===== src/rtl/cpu_defs.sv =====
// Shared arbiter types: controller states, bus owner encoding and the
// request fields latched onto the memory bus at grant time.
package cpu_defs;

    typedef enum logic [1:0] {
        IDLE      = 2'd0,
        INST_BUSY = 2'd1,
        DATA_BUSY = 2'd2
    } ArbState_t;

    typedef logic ArbOwner_t;

    localparam ArbOwner_t   OWNER_INST   = 1'b0;
    localparam ArbOwner_t   OWNER_DATA   = 1'b1;
    localparam logic [31:0] BUS_ERR_DATA = 32'hDEADBEEF;

    typedef struct packed {
        logic        we;
        logic [3:0]  be;
        logic [31:0] addr;
        logic [31:0] wdata;
    } MemBusReq_t;

endpackage


===== src/rtl/arb_starve_pick.sv =====
// Winner select for the fetch/data arbiter plus the saturating starvation
// counter that forces a fetch grant after STARVE_LIMIT data grants.
module arb_starve_pick #(
    parameter int STARVE_LIMIT = 4
) (
    input  logic i_clk,
    input  logic i_rst,
    input  logic i_idle,
    input  logic i_inst_req,
    input  logic i_data_req,
    output logic o_pick_data
);
    localparam logic [3:0] LIMIT = 4'(STARVE_LIMIT);

    logic [3:0] r_cnt;
    logic       w_grant;

    assign w_grant     = i_idle && (i_inst_req || i_data_req);
    assign o_pick_data = i_data_req && !(i_inst_req && (r_cnt == LIMIT));

    // Only data grants that bypass a waiting fetch count toward starvation.
    always_ff @(posedge i_clk) begin
        if (i_rst) begin
            r_cnt <= '0;
        end else if (w_grant) begin
            if (!o_pick_data) begin
                r_cnt <= '0;
            end else if (i_inst_req && (r_cnt != LIMIT)) begin
                r_cnt <= r_cnt + 4'd1;
            end
        end
    end

endmodule


===== src/rtl/mem_bus_arbiter.sv =====
// Fetch/data arbiter for a single-port memory bus: data has priority, fetch is
// protected from starvation. Define ARB_TIMEOUT_EN to add the BUSY watchdog.
module mem_bus_arbiter
    import cpu_defs::*;
#(
    parameter int STARVE_LIMIT   = 4,
    parameter int TIMEOUT_CYCLES = 1024
) (
    input  logic        i_clk,
    input  logic        i_rst,
    input  logic        i_inst_req,
    input  logic [31:0] i_inst_addr,
    output logic [31:0] o_inst_rdata,
    output logic        o_inst_ack,
    input  logic        i_data_req,
    input  logic        i_data_we,
    input  logic [3:0]  i_data_be,
    input  logic [31:0] i_data_addr,
    input  logic [31:0] i_data_wdata,
    output logic [31:0] o_data_rdata,
    output logic        o_data_ack,
    output logic        o_mem_req,
    output logic        o_mem_we,
    output logic [3:0]  o_mem_be,
    output logic [31:0] o_mem_addr,
    output logic [31:0] o_mem_wdata,
    input  logic [31:0] i_mem_rdata,
    input  logic        i_mem_ack,
    output logic        o_mem_owner,
    output logic        o_bus_err
);
    ArbState_t  r_state;
    ArbState_t  w_state_nxt;
    MemBusReq_t r_req;
    MemBusReq_t w_req_sel;
    ArbOwner_t  r_owner;
    logic       w_idle;
    logic       w_grant;
    logic       w_pick_data;
    logic       w_timeout;
    logic       w_done;
    logic [31:0] w_rdata;

    assign w_idle  = (r_state == IDLE);
    assign w_grant = w_idle && (i_inst_req || i_data_req);

    arb_starve_pick #(
        .STARVE_LIMIT (STARVE_LIMIT)
    ) u_pick (
        .i_clk       (i_clk),
        .i_rst       (i_rst),
        .i_idle      (w_idle),
        .i_inst_req  (i_inst_req),
        .i_data_req  (i_data_req),
        .o_pick_data (w_pick_data)
    );

`ifdef ARB_TIMEOUT_EN
    logic [9:0] r_wd;

    // Holds 0 in IDLE, so the first BUSY cycle counts as 0.
    always_ff @(posedge i_clk) begin
        if (i_rst || w_idle) begin
            r_wd <= '0;
        end else begin
            r_wd <= r_wd + 10'd1;
        end
    end

    assign w_timeout = !w_idle && (r_wd == 10'(TIMEOUT_CYCLES - 1));
    assign o_bus_err = w_timeout && !i_mem_ack && !i_rst;
`else
    logic w_unused_timeout;
    assign w_unused_timeout = (TIMEOUT_CYCLES > 0);
    assign w_timeout        = 1'b0;
    assign o_bus_err        = 1'b0;
`endif

    assign w_done = !w_idle && (i_mem_ack || w_timeout);

    always_comb begin
        w_req_sel = '0;
        if (w_pick_data) begin
            w_req_sel.we    = i_data_we;
            w_req_sel.be    = i_data_be;
            w_req_sel.addr  = i_data_addr;
            w_req_sel.wdata = i_data_wdata;
        end else begin
            w_req_sel.we    = 1'b0;
            w_req_sel.be    = 4'hF;
            w_req_sel.addr  = i_inst_addr;
            w_req_sel.wdata = 32'h0;
        end
    end

    always_comb begin
        w_state_nxt = r_state;
        case (r_state)
            IDLE:                 if (w_grant) w_state_nxt = w_pick_data ? DATA_BUSY : INST_BUSY;
            INST_BUSY, DATA_BUSY: if (w_done)  w_state_nxt = IDLE;
            default:              w_state_nxt = IDLE;
        endcase
    end

    always_ff @(posedge i_clk) begin
        if (i_rst) begin
            r_state <= IDLE;
            r_req   <= '0;
            r_owner <= OWNER_INST;
        end else begin
            r_state <= w_state_nxt;
            if (w_grant) begin
                r_req   <= w_req_sel;
                r_owner <= w_pick_data ? OWNER_DATA : OWNER_INST;
            end
        end
    end

    assign o_mem_req   = !w_idle;
    assign o_mem_we    = r_req.we;
    assign o_mem_be    = r_req.be;
    assign o_mem_addr  = r_req.addr;
    assign o_mem_wdata = r_req.wdata;
    assign o_mem_owner = r_owner;

    // A real mem_ack wins over a simultaneous timeout.
    assign w_rdata      = (w_timeout && !i_mem_ack) ? BUS_ERR_DATA : i_mem_rdata;
    assign o_inst_rdata = w_rdata;
    assign o_data_rdata = w_rdata;
    assign o_inst_ack   = w_done && !i_rst && (r_state == INST_BUSY);
    assign o_data_ack   = w_done && !i_rst && (r_state == DATA_BUSY);

endmodule

===== config.mk =====
export PLATFORM = sky130hd
export DESIGN_NAME = mem_bus_arbiter
export DESIGN_NICKNAME = d
export VERILOG_FILES = /design/src/rtl/cpu_defs.sv /design/src/rtl/arb_starve_pick.sv /design/src/rtl/mem_bus_arbiter.sv
export SDC_FILE = /design/constraint.sdc
export NUM_CORES = 1
export LEC_CHECK = 0
export ABC_AREA = 1
export CAP_MARGIN = 20
export CELL_PAD_IN_SITES_DETAIL_PLACEMENT = 0
export CELL_PAD_IN_SITES_GLOBAL_PLACEMENT = 1
export CORE_AREA = 4 4 106 108
export DETAILED_ROUTE_END_ITERATION = 7
export DIE_AREA = 0 0 110 112
export DONT_BUFFER_PORTS = 1
export HOLD_SLACK_MARGIN = 0.02
export PLACE_DENSITY = 0.83
export REMOVE_ABC_BUFFERS = 1
export SETUP_SLACK_MARGIN = 0.5
export SYNTH_ARGS = -nofsm -noshare
export SYNTH_HDL_FRONTEND = slang
export SYNTH_SLANG_ARGS = --single-unit

===== constraint.sdc =====
create_clock -name i_clk -period 1.7 [get_ports i_clk]
set_input_delay 0.34 -clock i_clk [delete_from_list [all_inputs] [get_ports i_clk]]
set_output_delay 0.34 -clock i_clk [all_outputs]
set_load 0.02 [all_outputs]

==> flow_summary.json, run 1 <==
{
  "status": "completed",
  "drtAntennaViolNets": 0,
  "synth_seq_cells": 76,
  "crit_path_end": "o_inst_ack",
  "cp_cell_sequence": "inv_4, ha_4, inv_2, nand3_2, nor2_1, buf_4",
  "rr_worst_depth": 11,
  "dp_cells": 630,
  "cts_buffers": 9,
  "stdcell_area_mm2": 0.00487,
  "grt_pass1_wl_mm": 20.1,
  "fillCellCount": 981,
  "drtIter0Drc": 138,
  "die_h_um": 112,
  "regArea_mm2": 0.00154,
  "crit_fanout": 3,
  "grt_busiest_layer": "met2",
  "skew_ns": 0.00958,
  "routed_wl_mm": 15.1,
  "start_util": 0.383,
  "placementRows": 37,
  "required_ns": 1.36,
  "final_layout_size_suffix_gt1_frac": 0.275,
  "viasPerCell": 5.13,
  "grt_usage": 0.220,
  "multiInputGateArea_mm2": 0.00179,
  "die_area_mm2": 0.0123,
  "final_max_slew_viol_count": 0,
  "fmax_ghz": 0.610,
  "cp-startpoint": "r_state[0]",
  "finalPower_uw": 8570,
  "yosys_warnings": 0,
  "cp_slowest_cell": "dfxtp_2",
  "mostFrequentLayoutCells": "nand2_1, nor2_1, nand3_1",
  "fin_crit_ns": 1.64,
  "min_path_type": "input port to flop",
  "grt_setup_unrepaired": "true",
  "rr_startpoint": "r_state[0]",
  "synth.avg_cell_area_um2": 6.76,
  "rr_endpoint": "o_mem_addr[4]",
  "num_antenna_cells": 0,
  "nets": 696,
  "die_w_um": 110,
  "cpPeakStageDelay_ns": 0.36,
  "clock-sinks": 76,
  "synthCells": 579,
  "grtUsageMet3": 0.154,
  "clk_pin_slew_ns": 0.08,
  "worstMarginPinSlew_ns": 0.513,
  "numPortBuffers": 0,
  "first_pass_iters": 5,
  "grt_overflow": 0,
  "slew_headroom": 0.657,
  "power.density_mw_per_mm2": 1760,
  "cts_tree": "done",
  "rrSetupSlack_ns": 0.09,
  "layout_commonest_cell": "nand2_1",
  "setup.worst_path.class": "flop to primary output",
  "cp.depth": 6,
  "netlist_area_mm2": 0.00392,
  "place_congestion": 0.788,
  "remaining_drc_errors": 0,
  "vias": 3554,
  "clock_latency_ns": 0.34,
  "cts_max_path_buffers": 2,
  "setup_violations": 0,
  "p_leak_uw": 0.00232,
  "cp_num_buf_inv": 3,
  "hold_buffers": 0,
  "met2_usage": 0.330,
  "yosysSeqAreaShare": 0.388,
  "met1_usage": 0.246,
  "drv_cap": 0,
  "ys_types": 19,
  "grt_max_degree": 75,
  "worstPathArrival_ns": 1.30,
  "critPathTopFamily": "flip-flops",
  "syn_to_final_growth_pct": 24.4,
  "final_cell_count_no_fill": 693,
  "root_buffer": "clkbuf_8",
  "grt_pass1_vias": 3362,
  "core_mm2": 0.0102,
  "cp-start-kind": "flop",
  "end_kind": "primary output",
  "hold_slack_ns": 0.0951,
  "htree_levels": 3,
  "antenna_found_initial": 0,
  "wire_per_inst_um": 21.8,
  "hold_viol": 0,
  "ir_drop_v": 0.000717,
  "placed_cell_area_mm2": 0.00358,
  "place_hpwl_mm": 8.97,
  "io_pins": 276,
  "post-route-period-util": 0.964
}
==> sequential cells by signal, summed over array words and instances (netlist names) <==
name and flops:
o_mem_addr 32, o_mem_be 4, o_mem_owner 1, o_mem_wdata 32, o_mem_we 1, r_state 2
u_pick.r_cnt 4
==> area by class of cell <==
type | count | share of cell area
Clock buffer | 11 | 0.0311
Inverter | 52 | 0.0411
Multi-Input combinational cell | 355 | 0.367
Timing Repair Buffer | 59 | 0.203
Sequential cell | 76 | 0.317
Clock inverter | 4 | 0.00514
Tap cell | 136 | 0.0349
==> worst register-to-register path, delay by kind of cell, from the launching register on <==
family	cells	cell delay, ns
buf+inv	7	0.81
flops	1	0.34
simple gates	3	0.23
fa+ha+maj	1	0.13
==> through the flow <==
stage,TNS [ns],util,setup slack [ns]
after floorplan,-15.07,-,-0.309
after global placement,0,0.350,0.148
after detailed placement,0,0.350,0.110
after CTS,0,0.438,0.0531
after global routing,-0.0578,0.476,-0.0264
final,0,0.476,0.0617
==> routing by layer <==
layer / vias up / wire length [um]
li1: 1675 / -
met1: 1618 / 5640
met2: 243 / 6860
met3: 16 / 2410
met4: 2 / 153
met5: - / 57
==> synth_stat cells <==
| cell type | n | share of area |
|---|---|---|
| nand2_1 | 149 | 0.14 |
| buf_4 | 69 | 0.13 |
| dfxtp_1 | 76 | 0.39 |
| nor2_4 | 2 | 0.0058 |
| o21ai_0 | 6 | 0.0077 |
| clkbuf_1 | 13 | 0.012 |
| inv_2 | 2 | 0.0019 |
| a21oi_1 | 38 | 0.049 |
| buf_6 | 1 | 0.0029 |
| nand2_4 | 2 | 0.0058 |
| nand4_1 | 2 | 0.0032 |
| inv_1 | 50 | 0.048 |
| ha_1 | 5 | 0.016 |
| buf_1 | 1 | 0.00096 |
| nand3_1 | 69 | 0.088 |
| nor2_1 | 80 | 0.077 |
| conb_1 | 1 | 0.00096 |
| o21ai_2 | 1 | 0.0022 |
| buf_2 | 12 | 0.015 |
==> logic make-up after synthesis <==
group,Yosys count,synth area share
AOI/OAI and AO/OA,45,0.0585
DFF,76,0.388
buffers and inverters,148,0.214
adders and majority gates,5,0.0160
other,1,0.000958
and+or+nand+nor,304,0.322
==> worst min path at each step <==
stage / start / to / slack [ns] / cells after the start
floorplan: i_rst / o_mem_owner / 0.41 / 1
global placement: i_rst / o_mem_wdata[23] / 0.43 / 1
detailed placement: i_rst / o_mem_wdata[12] / 0.43 / 1
CTS: i_rst / o_mem_wdata[12] / 0.05 / 1
global route: i_rst / o_mem_wdata[5] / 0.04 / 1
finish: i_rst / o_mem_wdata[5] / 0.1 / 1
==> where the power goes <==
part           internal, uW  leakage [uW]  switching (uW)
combinational          2240       0.00160            1840
sequential             2290      0.000633             935
clock                   597     0.0000872             662
total                  5130       0.00232            3440
==> what timing repair did <==
action,CTS,global route
endpoints found under the setup margin,80,91
pin swaps,16,19
gates cloned,11,9
buffers inserted,21,7
gates resized for setup,67,54
Note: power is estimated with default switching activity, not from simulation.
==> run 2: changes to the inputs <==
--- a/config.mk
+++ b/config.mk
@@ -5,16 +5,16 @@
 export SDC_FILE = /design/constraint.sdc
 export NUM_CORES = 1
 export LEC_CHECK = 0
-export ABC_AREA = 1
+export ABC_AREA = 0
 export CAP_MARGIN = 20
 export CELL_PAD_IN_SITES_DETAIL_PLACEMENT = 0
 export CELL_PAD_IN_SITES_GLOBAL_PLACEMENT = 1
-export CORE_AREA = 4 4 106 108
+export CORE_AREA = 4 4 105 107
 export DETAILED_ROUTE_END_ITERATION = 7
-export DIE_AREA = 0 0 110 112
+export DIE_AREA = 0 0 109 111
 export DONT_BUFFER_PORTS = 1
 export HOLD_SLACK_MARGIN = 0.02
-export PLACE_DENSITY = 0.83
+export PLACE_DENSITY = 0.8
 export REMOVE_ABC_BUFFERS = 1
 export SETUP_SLACK_MARGIN = 0.5
 export SYNTH_ARGS = -nofsm -noshare
==> flow_summary.json, run 2 <==
{
  "finish.utilization": 0.457,
  "synth_top_area_share": 0.409,
  "skew_ns": 0.00790,
  "start_util": 0.367,
  "htree_levels": 3,
  "synthCells": 464,
  "worstPathArrival_ns": 1.85,
  "wire_per_inst_um": 27.4,
  "cp_cell_sequence": "inv_2, ha_4, buf_6, buf_6, o21a_4, buf_12, buf_12, buf_16, o21ai_2, a31oi_1",
  "die_w_um": 109,
  "grt_setup_unrepaired": "true",
  "cpPeakStageDelay_ns": 0.34,
  "vias": 3442,
  "die_area_mm2": 0.0121,
  "dp_cells": 501,
  "fmax_ghz": 0.628,
  "mostFrequentLayoutCells": "dfxtp_2, nand2_1, nand3_1",
  "fillCellCount": 977,
  "required_ns": 1.95,
  "synth.area.top_cells": "dfxtp_1, buf_4, o21ai_0",
  "cp_slowest_cell": "dfxtp_2",
  "grt_usage": 0.227,
  "grt_overflow": 0,
  "grt_pass1_wl_mm": 20.5,
  "cts_max_path_buffers": 2,
  "drtAntennaViolNets": 0,
  "min_path_type": "input port to flop",
  "status": "completed",
  "setup.worst_path.class": "flop to flop",
  "drtIter0Drc": 320,
  "synth.largest_area_cell": "dfxtp_1",
  "crit_fanout": 7,
  "ys_types": 29,
  "synth.avg_cell_area_um2": 8.02,
  "synth_edf_count": 0,
  "cp-start-kind": "flop",
  "remaining_drc_errors": 0,
  "synthTopCellsByCount": "dfxtp_1, buf_4, o21ai_0",
  "power.density_mw_per_mm2": 1880,
  "ir_drop_v": 0.000673,
  "syn_to_final_growth_pct": 24.4,
  "clock_latency_ns": 0.36,
  "pre_cts_slack_ns": 0.0975,
  "async_flop_share": 0,
  "worstMarginPinSlew_ns": 0.553,
  "yosys_warnings": 0,
  "grt_pass1_vias": 3322,
  "setup_violations": 0,
  "cp-startpoint": "r_state[0]",
  "clock-sinks": 76,
  "finalPower_uw": 8690,
  "drv_cap": 0,
  "synth_seq_cells": 76,
  "fin_crit_ns": 1.59,
  "antenna_found_initial": 0,
  "placementRows": 37,
  "nets": 563,
  "grt_max_degree": 75,
  "hold_viol": 0,
  "first_pass_iters": 5,
  "num_antenna_cells": 0,
  "p_leak_uw": 0.00166,
  "routed_wl_mm": 15.4,
  "fin_ws_ns": 0.108,
  "end_kind": "flop",
  "netlist_area_mm2": 0.00372,
  "final_cell_count_no_fill": 561,
  "cp_num_buf_inv": 6,
  "place_congestion": 0.717,
  "cts_buffers": 9,
  "final_layout_size_suffix_gt1_frac": 0.381,
  "yosysSeqAreaShare": 0.409,
  "post-route-period-util": 0.937,
  "root_buffer": "clkbuf_8",
  "place_hpwl_mm": 8.76,
  "viasPerCell": 6.14,
  "rr_startpoint": "r_state[0]",
  "post-synth-top-count-cell": "dfxtp_1",
  "synth_top_flop_cell": "dfxtp_1",
  "core_mm2": 0.0101,
  "cts_tree": "done",
  "clk_pin_slew_ns": 0.09,
  "io_pins": 276,
  "layout_commonest_cell": "dfxtp_2",
  "critPathTopFamily": "buffers and inverters",
  "hp-start": "i_rst",
  "die_h_um": 111,
  "slew_headroom": 0.631,
  "final_max_slew_viol_count": 0,
  "hold_slack_ns": 0.0404,
  "numPortBuffers": 0
}
run 2: through the flow:
stage / TNS (ns) / area, um^2
after floorplan: -73.64 / 3050
after global placement: 0 / 3350
after detailed placement: 0 / 3350
after CTS: 0 / 4250
after global routing: 0 / 4630
final: 0 / 4630
run 2: layout make-up:
type | count | area [um^2] | share of cell area
Clock buffer | 9 | 124 | 0.0268
Clock inverter | 7 | 100 | 0.0216
Inverter | 7 | 28.8 | 0.00622
Multi-Input combinational cell | 271 | 1780 | 0.384
Sequential cell | 76 | 1570 | 0.340
Tap cell | 136 | 170 | 0.0368
Timing Repair Buffer | 55 | 857 | 0.185
run 2: path summary, 6_finish.rpt:
| kind | to | slack (ns) | cells after the start |
|---|---|---|---|
| setup / recovery | o_mem_addr[8] | 0.11 | 10 |
| hold / removal | o_mem_wdata[29] | 0.04 | 1 |
| setup reg to reg | o_mem_addr[8] | 0.11 | 10 |
| hold reg to reg | o_mem_wdata[9] | 0.52 | 2 |
run 2: kinds of logic (layout without fill, tap and decap cells):
family                     count (synthesis)  count (layout)  synth area share
AOI/OAI and AO/OA                        144             144             0.216
adders and majority gates                  5               5            0.0168
buffers and inverters                    117              78             0.187
DFF                                       76              76             0.409
muxes                                      1               1           0.00269
other                                      1               1           0.00101
and+or+nand+nor                          120             120             0.168
run 2: power breakdown:
group          internal, uW  switching [uW]
clock network           833             736
registers              2410            1110
logic                  1930            1670
total                  5170            3520
run 2: what timing repair did:
item / 4_1_cts / 5_1_grt
endpoints found under the hold margin: 0 / 6
cloned: 11 / 6
hold buffers: 0 / 2
setup endpoints to repair: 87 / 110
gates resized for setup: 116 / 52
setup buffers: 16 / 9
pin swaps: 17 / 19
run 2: layer usage:
metal  global-route usage  routed length, um
met4               0.0640                200
met2                0.312               6630
met5               0.0714                  0
met1                0.272               5990
met3                0.167               2560
==> run 3: changes to the inputs <==
==> constraint.sdc (replaced) <==
create_clock -name i_clk -period 1.7 [get_ports i_clk]
set_input_delay 0.17 -clock i_clk [delete_from_list [all_inputs] [get_ports i_clk]]
set_output_delay 0.17 -clock i_clk [all_outputs]
set_load 0.02 [all_outputs]
==> flow_summary.json, run 3 (synthesized netlist as in run 2, its figures left out) <==
{
  "mostFrequentLayoutCells": "dfxtp_1, dlygate4sd3_1, o21ai_0",
  "die_h_um": 111,
  "clock_latency_ns": 0.35,
  "fillCellCount": 854,
  "ir_drop_v": 0.000667,
  "antenna_found_initial": 0,
  "pre_cts_slack_ns": 0.0980,
  "place_hpwl_mm": 8.69,
  "worst_hold_path.num_cells": 1,
  "end_kind": "flop",
  "grt_max_degree": 75,
  "place_congestion": 0.729,
  "finish.utilization": 0.534,
  "drtAntennaViolNets": 0,
  "cts_buffers": 9,
  "setup.worst_path.class": "flop to flop",
  "dp_cells": 502,
  "grt_pass1_wl_mm": 20.4,
  "nets": 638,
  "setup_violations": 0,
  "p_leak_uw": 0.00213,
  "grt_overflow": 0,
  "fin_ws_ns": 0.155,
  "first_pass_iters": 5,
  "power.density_mw_per_mm2": 1620,
  "cts_max_path_buffers": 2,
  "syn_to_final_growth_pct": 45.5,
  "rr_worst_depth": 8,
  "die_w_um": 109,
  "root_buffer": "clkbuf_8",
  "hold_viol": 40,
  "clk_pin_slew_ns": 0.08,
  "worstPathArrival_ns": 1.80,
  "drtIter0Drc": 365,
  "rr_startpoint": "r_state[1]",
  "hp-start": "i_rst",
  "start_util": 0.367,
  "final_cell_count_no_fill": 636,
  "final_layout_size_suffix_gt1_frac": 0.328,
  "remaining_drc_errors": 0,
  "skew_ns": 0.0100,
  "hold_slack_ns": -0.127,
  "required_ns": 1.96,
  "crit_fanout": 14,
  "rr_endpoint": "o_mem_addr[12]",
  "post-route-period-util": 0.909,
  "core_mm2": 0.0101,
  "numPortBuffers": 0,
  "io_pins": 276,
  "fin_crit_ns": 1.55,
  "final_max_slew_viol_count": 0,
  "cts_tree": "done",
  "grt_pass1_vias": 3608,
  "drv_cap": 0,
  "grt_usage": 0.222,
  "finalSetupTns_ns": 0,
  "placementRows": 37,
  "vias": 3925,
  "viasPerCell": 6.17,
  "die_area_mm2": 0.0121,
  "rrSetupSlack_ns": 0.15,
  "htree_levels": 3,
  "fmax_ghz": 0.647,
  "min_to": "o_mem_wdata[27]",
  "status": "finished, violations left",
  "routed_wl_mm": 17.5,
  "wire_per_inst_um": 27.5,
  "clock-sinks": 76,
  "grt_setup_unrepaired": "true",
  "layout_commonest_cell": "dfxtp_1",
  "num_antenna_cells": 0,
  "min_path_type": "input port to flop",
  "violations": "hold timing",
  "cp-start-kind": "flop"
}
## run 3: changes by cell type in the layout (fill, tap and decap cells not counted), moves of 24 or more
cell / previous run / this run
nand2_1: 40 / 12
a21oi_2: 2 / 27
dfxtp_1: 34 / 72
o21ai_2: 25 / 0
dlygate4sd3_1: 2 / 61
a21oi_1: 33 / 9
dfxtp_2: 42 / 4
## run 3: final cells by class
type	count	area (um^2)	area share
inverters	7	38.8	0.00716
clock buffers	10	128	0.0236
well taps	136	170	0.0314
clock inverters	6	65.1	0.0120
multi-input cells	272	1900	0.351
flip-flops and latches	76	1530	0.282
repair buffers	129	1590	0.293
## run 3: worst max-delay path by stage
stage,from,to,slack (ns),cells after the start
final,r_state[1],o_mem_addr[12],0.15,8
after detailed placement,u_pick.r_cnt[0],o_mem_be[2],0.1,5
after global routing,r_state[1],u_pick.r_cnt[3],0.09,7
after global placement,u_pick.r_cnt[0],u_pick.r_cnt[3],0.15,5
after floorplan,u_pick.r_cnt[0],o_mem_be[0],-1.26,5
after CTS,r_state[1],u_pick.r_cnt[3],0.19,7
## run 3: critical path: stages, from the launching register on
cell and delay [ns]:
dfxtp_2 0.33, inv_2 0.07, ha_4 0.16, buf_6 0.11
buf_4 0.11, o21a_4 0.24, buf_12 0.17, o21ai_0 0.08
a31oi_1 0.19
## run 3: timing repair
item	4_1_cts	5_1_grt
pin swaps	30	48
hold buffers	58	3
setup buffers	19	13
gates resized for setup	68	89
cloned	5	20
endpoints found under the setup margin	79	79
endpoints found under the hold margin	75	68
## run 3: metrics by stage
step,power [uW],area (um^2)
floorplan,4310,3050
global placement,5000,3370
detailed placement,5050,3370
CTS,7600,4660
global route,9140,5420
finish,8780,5420
## run 3: per-layer routing
| metal | wire length (um) | track usage |
|---|---|---|
| met1 | 6390 | 0.240 |
| met2 | 7650 | 0.326 |
| met3 | 2870 | 0.175 |
| met4 | 543 | 0.0623 |
| met5 | 53 | 0.0714 |
## run 3: where the power goes
group          switching, uW  internal, uW
registers               1120          2330
logic                   1880          2080
clock network            699           679
total                   3690          5090
